--- src/rtl/ex_seq_pkg.sv ---
// Shared types for the execute-block self-test sequencer: operator encodings,
// the vector record, the table size and the sequencer state enum.
// The operator encodings match ibex_pkg so the sequencer outputs connect
// straight to ibex_ex_block.
package ex_seq_pkg;

  typedef enum logic [6:0] {
    ALU_ADD = 7'd0,
    ALU_SUB = 7'd1,
    ALU_XOR = 7'd2,
    ALU_OR  = 7'd3,
    ALU_AND = 7'd4
  } alu_op_e;

  typedef enum logic [1:0] {
    MD_OP_MULL = 2'd0,
    MD_OP_MULH = 2'd1,
    MD_OP_DIV  = 2'd2,
    MD_OP_REM  = 2'd3
  } md_op_e;

  typedef struct packed {
    logic        is_mult;
    alu_op_e     alu_op;
    md_op_e      md_op;
    logic [31:0] a;
    logic [31:0] b;
    logic [31:0] exp;
  } ex_vec_t;

  localparam int NUM_VEC = 8;
  localparam int IDX_W   = 3;

  typedef enum logic [2:0] {
    S_IDLE  = 3'd0,
    S_ISSUE = 3'd1,
    S_WAIT  = 3'd2,
    S_CHECK = 3'd3,
    S_DONE  = 3'd4
  } ex_seq_state_e;

endpackage

--- src/rtl/ex_vec_rom.sv ---
// Fixed self-test vector table: combinational index -> vector lookup.
module ex_vec_rom
  import ex_seq_pkg::*;
(
  input  logic [IDX_W-1:0] idx_i,
  output ex_vec_t          vec_o
);

  // Table lookup; unused fields default to zero / ALU_ADD / MD_OP_MULL.
  always_comb begin
    vec_o         = '0;
    vec_o.alu_op  = ALU_ADD;
    vec_o.md_op   = MD_OP_MULL;
    case (idx_i)
      3'd0: begin vec_o.alu_op = ALU_ADD; vec_o.a = 32'd15;        vec_o.b = 32'd25;        vec_o.exp = 32'd40;        end
      3'd1: begin vec_o.alu_op = ALU_SUB; vec_o.a = 32'd100;       vec_o.b = 32'd30;        vec_o.exp = 32'd70;        end
      3'd2: begin vec_o.alu_op = ALU_AND; vec_o.a = 32'h0000_FF00; vec_o.b = 32'h0000_0FF0; vec_o.exp = 32'h0000_0F00; end
      3'd3: begin vec_o.alu_op = ALU_OR;  vec_o.a = 32'h0000_F000; vec_o.b = 32'h0000_000F; vec_o.exp = 32'h0000_F00F; end
      3'd4: begin vec_o.alu_op = ALU_XOR; vec_o.a = 32'hAAAA_AAAA; vec_o.b = 32'h5555_5555; vec_o.exp = 32'hFFFF_FFFF; end
      3'd5: begin vec_o.is_mult = 1'b1;   vec_o.a = 32'd12;        vec_o.b = 32'd12;        vec_o.exp = 32'd144;       end
      3'd6: begin vec_o.is_mult = 1'b1;   vec_o.a = 32'd1000;      vec_o.b = 32'd500;       vec_o.exp = 32'd500000;    end
      3'd7: begin vec_o.is_mult = 1'b1;   vec_o.a = 32'hFFFF_FFFF; vec_o.b = 32'd2;         vec_o.exp = 32'hFFFF_FFFE; end
      default: ;
    endcase
  end

endmodule

--- src/rtl/ex_selftest_seq.sv ---
// Autonomous self-test sequencer for ibex_ex_block. Walks the vector table,
// drives operands, waits for ex_valid under a timeout, compares the result
// and reports pass/fail. Also owns the IMD loopback registers.
// Build option: EX_SEQ_STOP_ON_FAIL_EN ends the run at the first failing vector.
//
// state   | meaning
// --------+-----------------------------------------------------------
// S_IDLE  | waiting for a start_i rising edge
// S_ISSUE | load current vector onto operand outputs, arm timeout
// S_WAIT  | operands held; wait for ex_valid_i or timeout
// S_CHECK | compare captured result, update failure status
// S_DONE  | one-cycle done pulse, latch pass; loop or go idle
module ex_selftest_seq
  import ex_seq_pkg::*;
#(
  parameter int TIMEOUT_CYCLES = 64,
  parameter int CNT_W          = 8
) (
  input  logic             clk_i,
  input  logic             rst_ni,
  input  logic             start_i,
  input  logic             loop_i,
  output logic             busy_o,
  output logic             done_o,
  output logic             pass_o,
  output logic             timeout_o,
  output logic [CNT_W-1:0] fail_cnt_o,
  output logic [2:0]       fail_idx_o,
  output logic [6:0]       alu_operator_o,
  output logic [31:0]      alu_operand_a_o,
  output logic [31:0]      alu_operand_b_o,
  output logic             mult_sel_o,
  output logic             div_sel_o,
  output logic             div_en_o,
  output logic [1:0]       multdiv_operator_o,
  output logic [1:0]       multdiv_signed_mode_o,
  output logic [31:0]      multdiv_operand_a_o,
  output logic [31:0]      multdiv_operand_b_o,
  input  logic             ex_valid_i,
  input  logic [31:0]      result_ex_i,
  input  logic [31:0]      imd_val_d_i [2],
  input  logic [1:0]       imd_val_we_i,
  output logic [31:0]      imd_val_q_o [2]
);

  localparam int TMR_W = (TIMEOUT_CYCLES > 2) ? $clog2(TIMEOUT_CYCLES) : 1;
  localparam logic [TMR_W-1:0] TMR_LOAD = TMR_W'(TIMEOUT_CYCLES - 1);

  ex_seq_state_e    r_state, w_state_d;
  logic             r_start_q;
  logic             w_start_rise;
  logic [IDX_W-1:0] r_idx;
  logic [TMR_W-1:0] r_tmr;
  logic [31:0]      r_result;
  logic             r_vec_to;
  logic             r_first_fail;
  logic [CNT_W-1:0] r_fail_cnt;
  logic [2:0]       r_fail_idx;
  logic             r_pass;
  logic             r_timeout;
  alu_op_e          r_alu_op;
  logic [31:0]      r_alu_a, r_alu_b;
  logic             r_mult_sel;
  md_op_e           r_md_op;
  logic [31:0]      r_md_a, r_md_b;
  logic [31:0]      r_imd_q [2];

  ex_vec_t          w_vec;
  logic             w_fail, w_last, w_stop;
  logic             w_busy, w_done, w_clear, w_capture, w_to_hit, w_tmr_dec, w_idx_inc;

  ex_vec_rom u_rom (
    .idx_i (r_idx),
    .vec_o (w_vec)
  );

  assign w_start_rise = start_i & ~r_start_q;
  // A timed-out vector fails regardless of whatever stale result is held.
  assign w_fail       = r_vec_to | (r_result != w_vec.exp);
  assign w_last       = (r_idx == IDX_W'(NUM_VEC - 1));
`ifdef EX_SEQ_STOP_ON_FAIL_EN
  assign w_stop       = w_last | w_fail;
`else
  assign w_stop       = w_last;
`endif

  // Registered copy of start_i for rising-edge detection.
  always_ff @(posedge clk_i or negedge rst_ni) begin
    if (!rst_ni) r_start_q <= 1'b0;
    else         r_start_q <= start_i;
  end

  // FSM state register.
  always_ff @(posedge clk_i or negedge rst_ni) begin
    if (!rst_ni) r_state <= S_IDLE;
    else         r_state <= w_state_d;
  end

  // Next-state decode and per-state control strobes.
  always_comb begin
    w_state_d = r_state;
    w_busy    = 1'b0;
    w_done    = 1'b0;
    w_clear   = 1'b0;
    w_capture = 1'b0;
    w_to_hit  = 1'b0;
    w_tmr_dec = 1'b0;
    w_idx_inc = 1'b0;
    case (r_state)
      S_IDLE: begin
        if (w_start_rise) begin
          w_state_d = S_ISSUE;
          w_clear   = 1'b1;
        end
      end
      S_ISSUE: begin
        w_busy    = 1'b1;
        w_state_d = S_WAIT;
      end
      S_WAIT: begin
        w_busy = 1'b1;
        // valid takes priority over an expiring timer in the same cycle
        if (ex_valid_i) begin
          w_capture = 1'b1;
          w_state_d = S_CHECK;
        end else if (r_tmr == '0) begin
          w_to_hit  = 1'b1;
          w_state_d = S_CHECK;
        end else begin
          w_tmr_dec = 1'b1;
        end
      end
      S_CHECK: begin
        w_busy = 1'b1;
        if (w_stop) begin
          w_state_d = S_DONE;
        end else begin
          w_idx_inc = 1'b1;
          w_state_d = S_ISSUE;
        end
      end
      S_DONE: begin
        w_done = 1'b1;
        if (loop_i) begin
          w_state_d = S_ISSUE;
          w_clear   = 1'b1;
        end else begin
          w_state_d = S_IDLE;
        end
      end
      default: w_state_d = S_IDLE;
    endcase
  end

  // Vector index, timeout down-counter, result capture and run status.
  always_ff @(posedge clk_i or negedge rst_ni) begin
    if (!rst_ni) begin
      r_idx        <= '0;
      r_tmr        <= '0;
      r_result     <= '0;
      r_vec_to     <= 1'b0;
      r_first_fail <= 1'b0;
      r_fail_cnt   <= '0;
      r_fail_idx   <= '0;
      r_pass       <= 1'b0;
      r_timeout    <= 1'b0;
    end else begin
      if (w_clear) begin
        r_idx        <= '0;
        r_fail_cnt   <= '0;
        r_timeout    <= 1'b0;
        r_first_fail <= 1'b0;
      end
      if (w_idx_inc) r_idx <= r_idx + IDX_W'(1);
      if (r_state == S_ISSUE) begin
        r_tmr    <= TMR_LOAD;
        r_vec_to <= 1'b0;
      end
      if (w_tmr_dec) r_tmr <= r_tmr - TMR_W'(1);
      if (w_capture) r_result <= result_ex_i;
      if (w_to_hit) begin
        r_vec_to  <= 1'b1;
        r_timeout <= 1'b1;
      end
      if (r_state == S_CHECK && w_fail) begin
        if (r_fail_cnt != '1) r_fail_cnt <= r_fail_cnt + CNT_W'(1);
        if (!r_first_fail) begin
          r_fail_idx   <= r_idx;
          r_first_fail <= 1'b1;
        end
      end
      if (r_state == S_DONE) r_pass <= (r_fail_cnt == '0);
    end
  end

  // Operand and select outputs: loaded in ISSUE, held through WAIT,
  // multiplier select dropped as WAIT exits.
  always_ff @(posedge clk_i or negedge rst_ni) begin
    if (!rst_ni) begin
      r_alu_op   <= ALU_ADD;
      r_alu_a    <= '0;
      r_alu_b    <= '0;
      r_mult_sel <= 1'b0;
      r_md_op    <= MD_OP_MULL;
      r_md_a     <= '0;
      r_md_b     <= '0;
    end else if (r_state == S_ISSUE) begin
      if (w_vec.is_mult) begin
        r_alu_op   <= ALU_ADD;
        r_alu_a    <= '0;
        r_alu_b    <= '0;
        r_mult_sel <= 1'b1;
        r_md_op    <= w_vec.md_op;
        r_md_a     <= w_vec.a;
        r_md_b     <= w_vec.b;
      end else begin
        r_alu_op   <= w_vec.alu_op;
        r_alu_a    <= w_vec.a;
        r_alu_b    <= w_vec.b;
        r_mult_sel <= 1'b0;
        r_md_op    <= MD_OP_MULL;
        r_md_a     <= '0;
        r_md_b     <= '0;
      end
    end else if (w_capture || w_to_hit) begin
      r_mult_sel <= 1'b0;
    end
  end

  // IMD loopback for the multi-cycle multiplier, active in every state.
  always_ff @(posedge clk_i or negedge rst_ni) begin
    if (!rst_ni) begin
      for (int i = 0; i < 2; i++) r_imd_q[i] <= '0;
    end else begin
      for (int i = 0; i < 2; i++) begin
        if (imd_val_we_i[i]) r_imd_q[i] <= imd_val_d_i[i];
      end
    end
  end

  assign busy_o                = w_busy;
  assign done_o                = w_done;
  assign pass_o                = r_pass;
  assign timeout_o             = r_timeout;
  assign fail_cnt_o            = r_fail_cnt;
  assign fail_idx_o            = r_fail_idx;
  assign alu_operator_o        = r_alu_op;
  assign alu_operand_a_o       = r_alu_a;
  assign alu_operand_b_o       = r_alu_b;
  assign mult_sel_o            = r_mult_sel;
  assign div_sel_o             = 1'b0;
  assign div_en_o              = 1'b0;
  assign multdiv_operator_o    = r_md_op;
  assign multdiv_signed_mode_o = 2'b00;
  assign multdiv_operand_a_o   = r_md_a;
  assign multdiv_operand_b_o   = r_md_b;
  assign imd_val_q_o           = r_imd_q;

endmodule

--- config.mk ---
export PLATFORM = sky130hd
export DESIGN_NAME = ex_selftest_seq
export DESIGN_NICKNAME = d
export VERILOG_FILES = /design/src/rtl/ex_seq_pkg.sv /design/src/rtl/ex_vec_rom.sv /design/src/rtl/ex_selftest_seq.sv
export SDC_FILE = /design/constraint.sdc
export NUM_CORES = 1
export LEC_CHECK = 0
export ABC_AREA = 1
export CAP_MARGIN = 25
export CORE_ASPECT_RATIO = 0.9
export CORE_MARGIN = 10
export CORE_UTILIZATION = 32
export DETAILED_ROUTE_END_ITERATION = 10
export GPL_ROUTABILITY_DRIVEN = 0
export HOLD_SLACK_MARGIN = 0.02
export PLACE_DENSITY = 0.64
export SKIP_CTS_REPAIR_TIMING = 1
export SYNTH_ARGS = -nofsm -noshare
export SYNTH_HDL_FRONTEND = slang
export SYNTH_SLANG_ARGS = --single-unit
--- constraint.sdc ---
create_clock -name clk_i -period 2.36 [get_ports clk_i]
set_clock_uncertainty 0.2 [all_clocks]
set_input_delay 0.354 -clock clk_i [delete_from_list [all_inputs] [get_ports clk_i]]
set_output_delay 0.354 -clock clk_i [all_outputs]
set_load 0.01 [all_outputs]
==> impl_metrics.csv, run 1 <==
group,metric,value,unit
routing,dr.pass1.iters,4,
routing,dr_total_vias,6250,
clocking,cts_buffers,17,
setup_path,crit_type,"flop to flop",
logic_synthesis,synth-seq-cells,173,
setup_path,cp-start-kind,"flop",
pwr,leakagePower,5.30,nW
cells_and_area,multiInputGateArea,3050,um^2
sta,fmax,0.414,GHz
sta,rsz0062_at_grt,"yes",
sta,setup_violations,10,
clocking,clockBufferDepth,2,
setup_path,ff2ff_setup_slack,-0.05,ns
setup_path,cp_max_fo,8,
sta,hold_ws,0.206,ns
grt,grt_pass1_vias,6223,
logic_synthesis,synthTopCellsByArea,"dfrtp_1 (53%), mux2_2 (12%), buf_4 (8.6%)",
pwr,vdd_drop_max,0.000437,V
logic_synthesis,synth_top_area_share,53.2,%
cells_and_area,area_delta_synth_final,47.1,%
routing,wl_per_cell,17.0,um
cells_and_area,fillers,2356,
floorplanning,die_w,188,um
logic_synthesis,syn_inst,799,
grt,antenna_found_initial,3,
hold_path,hp-class,"primary input to flop",
logic_synthesis,ys_types,37,
placed_design,port_buffers,293,
routing,first_iter_violations,391,
grt,grt_pass1_wl,36500,um
pwr,powerDensity,1060,nW/um^2
cells_and_area,finalNetCount,1183,
sta,drv_slew,0,
clocking,cts_tree,"built",
floorplanning,coreArea,25100,um^2
routing,drt-total-wl,24200,um
setup_path,worstPathArrival,2.52,ns
logic_synthesis,synth_top_area_cell,"dfrtp_1",
floorplanning,dieArea,32200,um^2
logic_synthesis,yosysWarnings,0,
clocking,htree_num_levels,4,
setup_path,cp-end-kind,"flop",
floorplanning,dieHeight,171,um
sta,setup_ws,-0.0526,ns
sta,hold_viol_final,0,
grt,grt_overflow,0,
setup_path,r2r-start,"r_idx[1]",
hold_path,min_from,"start_i",
grt,grt_max_degree,45,
cells_and_area,drive_gt1_share,20.2,%
setup_path,cp.required,2.47,ns
floorplanning,rows,55,
floorplanning,num_io_pins,324,
setup_path,r2r_end,"fail_cnt_o[0]",
pwr,finalPower,12.6,mW
hold_path,whs_endpoint,"r_start_q",
run,drv_cap,0,
clocking,cts.clk_slew.worst_paths,0.06,ns
setup_path,ff2ff_path_depth,13,
placed_design,place_hpwl,18900,um
logic_synthesis,synth-seq-area-share,53.2,%
cells_and_area,register_area,4330,um^2
sta,tightest_slew,0.531,ns
setup_path,cp-startpoint,"r_idx[1]",
placed_design,postPlaceCellArea,11100,um^2
sta,min_period,2.41,ns
floorplanning,initial_core_util,32.4,%
logic_synthesis,syn-cell-area,8140,um^2
sta,finalCritPeriodShare,102,%
status,status,"finished, violations left",
logic_synthesis,syn-mean-instance-area,10.2,um^2
routing,antenna_left,0,
clocking,clock-root-buffer,"clkbuf_16",
grt,track_usage,14.4,%
clocking,insertion_delay,0.43,ns
hold_path,min_path_cells,1,
sta,relSlewSlack,64.3,%
routing,drc_errors,0,
routing,routed_via_density,4.39,
cells_and_area,final_cell_area,12000,um^2
status,violations,"negative setup slack",
clocking,cts.sinks,173,
registers in the layout (all words and copies together) (netlist names):
name and flops:
alu_operator_o 2, alu_operand_b_o 8, r_first_fail 1, imd_val_q_o 64, timeout_o 1, mult_sel_o 1
r_result 32, r_tmr 6, fail_idx_o 3, pass_o 1, r_vec_to 1, multdiv_operand_b_o 10
r_start_q 1, fail_cnt_o 8, r_idx 3, alu_operand_a_o 13, r_state 3, multdiv_operand_a_o 15
layout by cell type, fill, tap and decap left out, types with 5 or more instances in the layout:
master and count:
conb_1 30, nor2_4 10, xor2_1 6, a21oi_1 6
nand2_1 143, inv_1 49, buf_4 38, nor2_1 46
dfrtp_1 170, buf_12 5, ha_1 7, o21ai_0 58
nor3_1 10, clkdlybuf4s50_1 291, nand4_1 7, clkbuf_16 17
clkinvlp_4 5, mux2_2 88, nor2_2 8, nand3_1 19
nand2_2 10
kinds of logic after synthesis:
logic type / count (synthesis) / synth area share (%)
flops: 173 / 53.2
mux: 88 / 12.2
simple gates: 263 / 14.1
other cells: 1 / 0.0461
xor+xnor: 7 / 0.753
compound gates: 82 / 5.43
buf+inv: 174 / 12.6
fa+ha+maj: 11 / 1.69
per-stage QoR:
| stage | std cells | setup WS, ns | setup TNS, ns | utilization [%] |
|---|---|---|---|---|
| final | 1423 | -0.0526 | -0.322 | 47.7 |
| after global routing | 1422 | -0.163 | -1.76 | 47.7 |
| after CTS | 1408 | -0.152 | -0.805 | 46.6 |
| after detailed placement | 1378 | -0.0623 | -0.531 | 44.2 |
| after global placement | 1378 | 0.0254 | 0 | 44.2 |
| after floorplan | 828 | 0.0102 | 0 | - |
worst max-delay path, cell delays in order (launching register included):
cell,delay [ns]
dfrtp_2,0.45
ha_4,0.19
ha_4,0.16
inv_4,0.08
nand2_8,0.07
buf_4,0.14
nor2_4,0.08
nand2_1,0.05
o21ai_1,0.08
nand3_1,0.10
nor2_2,0.16
nand4_4,0.24
nand2_4,0.19
o21ai_0,0.09
report_power, final:
part	internal, mW	switching, mW
clock network	1.66	1.25
registers	3.76	0.615
logic	2.65	2.71
synthesized netlist by cell type, drive strengths merged:
master	count
conb	1
buf	105
a31oi	1
nand4	8
nor4	1
nor2	64
nor3	10
a31o	1
o22ai	1
a211oi	1
xor2	6
nand3	21
nand2	158
or2	1
a22o	2
a22oi	3
clkbuf	12
dfrtp	173
ha	11
mux2	88
inv	57
a21oi	6
o21ai	64
o31ai	3
xnor2	1
layer usage:
| layer | part of all wire [%] | up-vias | wire length (um) | GRT usage, % |
|---|---|---|---|---|
| met5 | 0.14 | - | 34 | 0 |
| met1 | 43 | 3015 | 10300 | 17.6 |
| met3 | 7.7 | 13 | 1860 | 5.26 |
| met2 | 49 | 202 | 11800 | 24.0 |
| li1 | - | 3016 | - | - |
| met4 | 0.74 | 4 | 178 | 2.99 |
final cells by class:
cell class / instances / share of cell area (%)
Antenna cell: 1 / 0.0209
Inverter: 57 / 1.85
Multi-Input combinational cell: 482 / 25.5
Clock buffer: 17 / 3.55
Timing Repair Buffer: 338 / 27.9
Tap cell: 342 / 3.57
Clock inverter: 13 / 1.40
Sequential cell: 173 / 36.2
worst max-delay path by stage:
stage,endpoint,slack [ns],cells past startpoint
floorplan,fail_cnt_o[7],0.01,13
global placement,fail_cnt_o[7],0.03,12
detailed placement,fail_cnt_o[4],-0.06,13
CTS,done_o,-0.15,4
global route,fail_cnt_o[6],-0.16,13
finish,fail_cnt_o[0],-0.05,13
(Power assumes the default switching activity.)
==> run 2: changes to the inputs <==
PLACE_DENSITY = 0.59   (was 0.64)
SYNTH_HIERARCHICAL = 1   (was unset)
==> run 2 against run 1 <==
Compared with the run above:
- the run now ends clean
- sequential share of layout area increased by 3.5 points
- via count grew 44%
- clock power increased by 54%
- utilization shrank 3.1 points
- sequential cell count grew 89
- global-route usage is 0.82 points higher
- critical path type unchanged
==> impl_metrics.csv, run 2 <==
group,metric,value,unit
status,status,"complete, no violations",
cells_and_area,final_cell_area,16500,um^2
grt,track_usage,15.3,%
routing,dr.pass1.iters,5,
setup_path,worstPathArrival,2.53,ns
setup_path,cp_max_fo,12,
floorplanning,dieArea,45600,um^2
sta,drv_slew,0,
logic_synthesis,syn_inst,1238,
pwr,vdd_drop_max,0.000568,V
logic_synthesis,yosys_most_used_dff,"dfrtp_1",
logic_synthesis,synth-seq-area-share,54.8,%
setup_path,cp_slowest_cell,"dfrtp_2",
logic_synthesis,syn-cell-area,12000,um^2
cells_and_area,drive_gt1_share,15.7,%
setup_path,slowest_delay,0.48,ns
grt,grt_pass1_wl,55400,um
logic_synthesis,async_flop_share,100,%
logic_synthesis,synth_xor_area_share,1.32,%
logic_synthesis,syn-mean-instance-area,9.67,um^2
placed_design,placed_cells,1963,
clocking,cts_buffers,29,
logic_synthesis,synthTopCellsByArea,"dfrtp_1 (55%), nand2_1 (9.7%), mux2_2 (6.3%)",
cells_and_area,register_area,6560,um^2
routing,wl_per_cell,17.8,um
sta,relSlewSlack,57.6,%
routing,m1WireLength,16200,um
floorplanning,coreArea,37100,um^2
clocking,cts_tree,"built",
hold_path,hp-class,"primary input to flop",
cells_and_area,fin_cells,2025,
setup_path,crit_type,"flop to flop",
setup_path,worstPathCellList,"nor2_4, nand2_8, nand2_8, inv_1, nand2_1, nand2_1, inv_1, nand2_1, nor2_1, nand2_1, nor2_4, nand3_4, buf_4, o211ai_2, nand2_1",
setup_path,cp-end-kind,"flop",
floorplanning,dieHeight,203,um
sta,tightest_slew,0.633,ns
logic_synthesis,ys_types,42,
logic_synthesis,synth_top_area_share,54.8,%
floorplanning,num_io_pins,324,
sta,setup_violations,0,
clocking,cts.clk_slew.worst_paths,0.06,ns
routing,met3_length,3130,um
cells_and_area,multiInputGateArea,4230,um^2
placed_design,pre_cts_slack,0.0000360,ns
cells_and_area,finalNetCount,1628,
sta,hold_ws,0.0872,ns
sta,fmax,0.436,GHz
routing,routed_via_density,4.44,
placed_design,port_buffers,319,
clocking,htree_num_levels,1,
sta,setup-tns-final,0,ns
logic_synthesis,synth_top_family_by_area,"simple AND/OR/NAND/NOR gates",
cells_and_area,final_cell_mix,"clkdlybuf4s50_1 (316), nand2_1 (298), dfrtp_1 (258)",
floorplanning,die_w,224,um
logic_synthesis,yosysMostFrequentCell,"nand2_1",
clocking,cts.sinks,262,
grt,grt_max_degree,76,
logic_synthesis,synth-simple-area-share,14.9,%
logic_synthesis,synth-seq-cells,262,
grt,grt_pass1_vias,8950,
setup_path,cp.required,2.60,ns
sta,min_period,2.29,ns
routing,antenna_left,0,
sta,finalCritPeriodShare,97.1,%
sta,hold_viol_final,0,
routing,routed.top_layer,"met4",
pwr,powerDensity,1120,nW/um^2
clocking,insertion_delay,0.55,ns
routing,wl_met2,16200,um
placed_design,place_hpwl,26900,um
cells_and_area,largest_reg_flops,64,
routing,first_iter_violations,562,
sta,setup_ws,0.0680,ns
logic_synthesis,synth_compound_area_share,9.51,%
setup_path,path_buf_inv,3,
sta,rsz0062_at_grt,"yes",
pwr,finalPower,18.4,mW
routing,drt-total-wl,36000,um
clocking,clock-root-buffer,"clkbuf_16",
logic_synthesis,yosysWarnings,6,
routing,drc_errors,0,
pwr,leakagePower,7.26,nW
grt,antenna_found_initial,0,
floorplanning,initial_core_util,32.3,%
logic_synthesis,synth_edf_count,0,
grt,grt_overflow,0,
placed_design,postPlaceCellArea,15400,um^2
logic_synthesis,synthTopCellsByCount,"nand2_1 (308), dfrtp_1 (262), inv_1 (122)",
cells_and_area,fin_util,44.6,%
cells_and_area,fillers,3582,
logic_synthesis,synth_top_area_cell,"dfrtp_1",
cells_and_area,antenna_cells,0,
setup_path,cp-start-kind,"flop",
setup_path,crit_family,"simple AND/OR/NAND/NOR gates",
cells_and_area,area_delta_synth_final,38.1,%
routing,dr_total_vias,8990,
floorplanning,rows,67,
run,drv_cap,0,
cells_and_area,layout_commonest_cell,"clkdlybuf4s50_1",
logic_synthesis,synthAdderAreaFrac,0.627,%
logic_synthesis,muxShareOfSynthArea,6.96,%
setup_path,crit_top_cell,"nand2_1",
clocking,clockBufferDepth,3,
## run 2: changes by cell type after synthesis, moves of 30 or more
cell / before / now
dfrtp_1: 173 / 262
buf_2: 3 / 33
o31ai_1: 3 / 47
inv_1: 53 / 122
nand2_1: 151 / 308
o21ai_1: 3 / 41
## run 2: worst reg2reg max path, stage by stage (launching register included)
cell and delay (ns):
dfrtp_2 0.48, nor2_4 0.20, nand2_8 0.12, nand2_8 0.14, inv_1 0.05, nand2_1 0.05
nand2_1 0.05, inv_1 0.05, nand2_1 0.04, nor2_1 0.10, nand2_1 0.09, nor2_4 0.12
nand3_4 0.18, buf_4 0.20, o211ai_2 0.05, nand2_1 0.07
## run 2: kinds of logic (layout without fill, tap and decap cells)
group | Yosys count | count (layout)
AOI/OAI and AO/OA | 197 | 197
xor gates and xnor gates | 18 | 18
adders and majority gates | 6 | 6
buffers and inverters | 270 | 554
DFF | 262 | 262
muxes | 74 | 74
other | 2 | 20
and+or+nand+nor | 409 | 411
## run 2: power by group
group	switching [mW]	internal [mW]	leakage (nW)
clock network	1.87	2.61	0.480
logic	4.21	3.30	3.43
registers	0.772	5.67	3.34
total	6.86	11.6	7.26
## run 2: final timing paths
path,startpoint,endpoint,slack (ns),depth (start not counted)
worst max-delay path,r_idx[0],fail_cnt_o[6],0.07,15
worst min-delay path,start_i,r_start_q,0.09,1
worst max register to register,r_idx[0],fail_cnt_o[6],0.07,15
worst min register to register,alu_operand_b_o[11],alu_operand_b_o[11],0.28,2
max in group asynchronous,rst_ni,r_state[0],1.17,3
min in group asynchronous,rst_ni,r_tmr[4],0.14,2
## run 2: routing by layer
metal | up-vias | global-route usage, %
met5 | - | 0
met4 | 0 | 2.58
met3 | 34 | 5.75
met2 | 281 | 23.8
met1 | 4212 | 20.1
li1 | 4463 | -
## run 2: cell type report
| class | instances | share of cell area [%] |
|---|---|---|
| Multi-Input combinational cell | 726 | 25.6 |
| Clock buffer | 40 | 5.13 |
| Clock inverter | 14 | 0.636 |
| Tap cell | 483 | 3.66 |
| Inverter | 139 | 3.20 |
| Timing Repair Buffer | 361 | 22.1 |
| Sequential cell | 262 | 39.7 |
==> run 3: changes to the inputs <==
CORE_MARGIN = 8   (was 10)
CTS_CLUSTER_SIZE = 14   (was unset)
==> run 3 against run 2 <==
Compared with the run above:
- fmax up 3.4%
- die area down 3.7%
- final area up 0.66%
- clock power up 8.7%
- worst setup slack better by 0.075 ns
- final cell count up 0.15%
- first-iteration DRC count up 6.9%
- wire length down 3.7%
- total power up 1.8%
- critical endpoint is now fail_cnt_o[4]
- largest cell class unchanged
==> impl_metrics.csv, run 3 (synthesis gave the netlist of run 2 again) <==
group,metric,value,unit
pwr,vdd_drop_max,0.000518,V
grt,grt_pass1_vias,8871,
setup_path,ff2ff_setup_slack,0.14,ns
floorplanning,rows,67,
grt,grt_max_degree,86,
cells_and_area,fin_util,44.9,%
pwr,finalPower,18.8,mW
routing,first_iter_violations,601,
routing,routed_via_density,4.45,
floorplanning,num_io_pins,324,
sta,fmax,0.451,GHz
floorplanning,initial_core_util,32.3,%
grt,track_usage,15.1,%
clocking,cts.clk_slew.worst_paths,0.06,ns
setup_path,crit_family,"simple AND/OR/NAND/NOR gates",
setup_path,r2r_end,"fail_cnt_o[4]",
setup_path,slowest_delay,0.48,ns
routing,drc_errors,0,
setup_path,worstPathCellList,"nor2_4, nand2_4, nand2_8, buf_4, inv_1, nand2_1, nand2_1, inv_1, nand2_1, nor2_1, nand2_1, nor2_2, nand3_4, nand2_4, nand2_1, o21ai_2",
cells_and_area,drive_gt1_share,15.4,%
routing,drt-total-wl,34700,um
setup_path,cp.required,2.65,ns
cells_and_area,area_delta_synth_final,39.0,%
grt,antenna_found_initial,0,
floorplanning,coreArea,37100,um^2
clocking,insertion_delay,0.56,ns
setup_path,path_buf_inv,3,
setup_path,r2r-start,"r_idx[0]",
sta,setup_violations,0,
routing,antenna_left,0,
clocking,htree_num_levels,1,
floorplanning,die_w,220,um
setup_path,cp_num_cells,16,
setup_path,cp_slowest_cell,"dfrtp_2",
routing,wl_per_cell,17.1,um
setup_path,cp-start-kind,"flop",
sta,min_period,2.22,ns
cells_and_area,antenna_cells,0,
setup_path,worstPathArrival,2.51,ns
pwr,powerDensity,1130,nW/um^2
sta,tightest_slew,0.694,ns
clocking,clockBufferDepth,3,
clocking,cts_tree,"built",
floorplanning,dieHeight,199,um
setup_path,cp_max_fo,10,
status,status,"complete, no violations",
cells_and_area,finalNetCount,1631,
cells_and_area,largest_reg_flops,64,
setup_path,crit_type,"flop to flop",
grt,grt_overflow,0,
clocking,cts_buffers,30,
routing,dr_total_vias,9021,
floorplanning,dieArea,43900,um^2
grt,grt_pass1_wl,52600,um
routing,dr.pass1.iters,5,
setup_path,cp-end-kind,"flop",
placed_design,port_buffers,319,
sta,finalCritPeriodShare,93.9,%
pwr,leakagePower,7.32,nW
clocking,cts.sinks,262,
setup_path,ff2ff_path_depth,16,
setup_path,cp-endpoint,"fail_cnt_o[4]",
setup_path,crit_top_cell,"nand2_1",
placed_design,place_hpwl,25600,um
sta,rsz0062_at_grt,"yes",
sta,hold_viol_final,0,
run,drv_cap,0,
sta,relSlewSlack,53.6,%
setup_path,cp-startpoint,"r_idx[0]",
cells_and_area,layout_commonest_cell,"clkdlybuf4s50_1",
cells_and_area,final_cell_mix,"clkdlybuf4s50_1 (316), nand2_1 (304), dfrtp_1 (258)",
clocking,clock-root-buffer,"clkbuf_16",
hold_path,hp-class,"primary input to flop",
sta,drv_slew,0,
[run 3: metal layers]
| layer | track usage [%] | up-vias | share of wire (%) |
|---|---|---|---|
| met5 | 0 | - | 0 |
| met4 | 2.28 | 0 | 1.2 |
| met3 | 4.95 | 32 | 9.1 |
| met2 | 23.9 | 272 | 45 |
| met1 | 20.2 | 4278 | 45 |
| li1 | - | 4439 | - |
[run 3: report_power, final]
group | switching, mW | internal (mW)
registers | 0.769 | 5.67
clock network | 1.87 | 3.00
logic | 4.16 | 3.30
total | 6.80 | 12.0
[run 3: final cells by class]
class | count | area, um^2
inverter | 139 | 527
clock inverter | 10 | 144
timing repair buffer | 363 | 3680
tap | 483 | 604
sequential | 262 | 6560
fill | 3582 | 20400
multi-input combinational | 726 | 4200
clock buffer | 45 | 917
[run 3: how the worst min path moves through the flow]
stage,depth (start not counted),endpoint,start
3_3_place_gp,1,mult_sel_o,rst_ni
4_1_cts,1,multdiv_operand_a_o[7],rst_ni
3_5_place_dp,1,mult_sel_o,rst_ni
6_report,1,r_start_q,start_i
2_1_floorplan,0,alu_operand_a_o[0],rst_ni
5_1_grt,1,r_start_q,start_i
[run 3: metrics by stage]
step	TNS, ns	hold slack, ns	worst slack (ns)	std cells	cell area (um^2)
2_1_floorplan	0	-0.142	0.0912	1256	12000
3_3_place_gp	0	0.129	0.0929	1963	15400
3_5_place_dp	0	0.129	0.0297	1963	15400
4_1_cts	-0.311	-0.479	-0.159	2018	16400
5_1_grt	-0.197	0.0496	-0.0554	2028	16600
6_report	0	0.0648	0.143	2028	16600
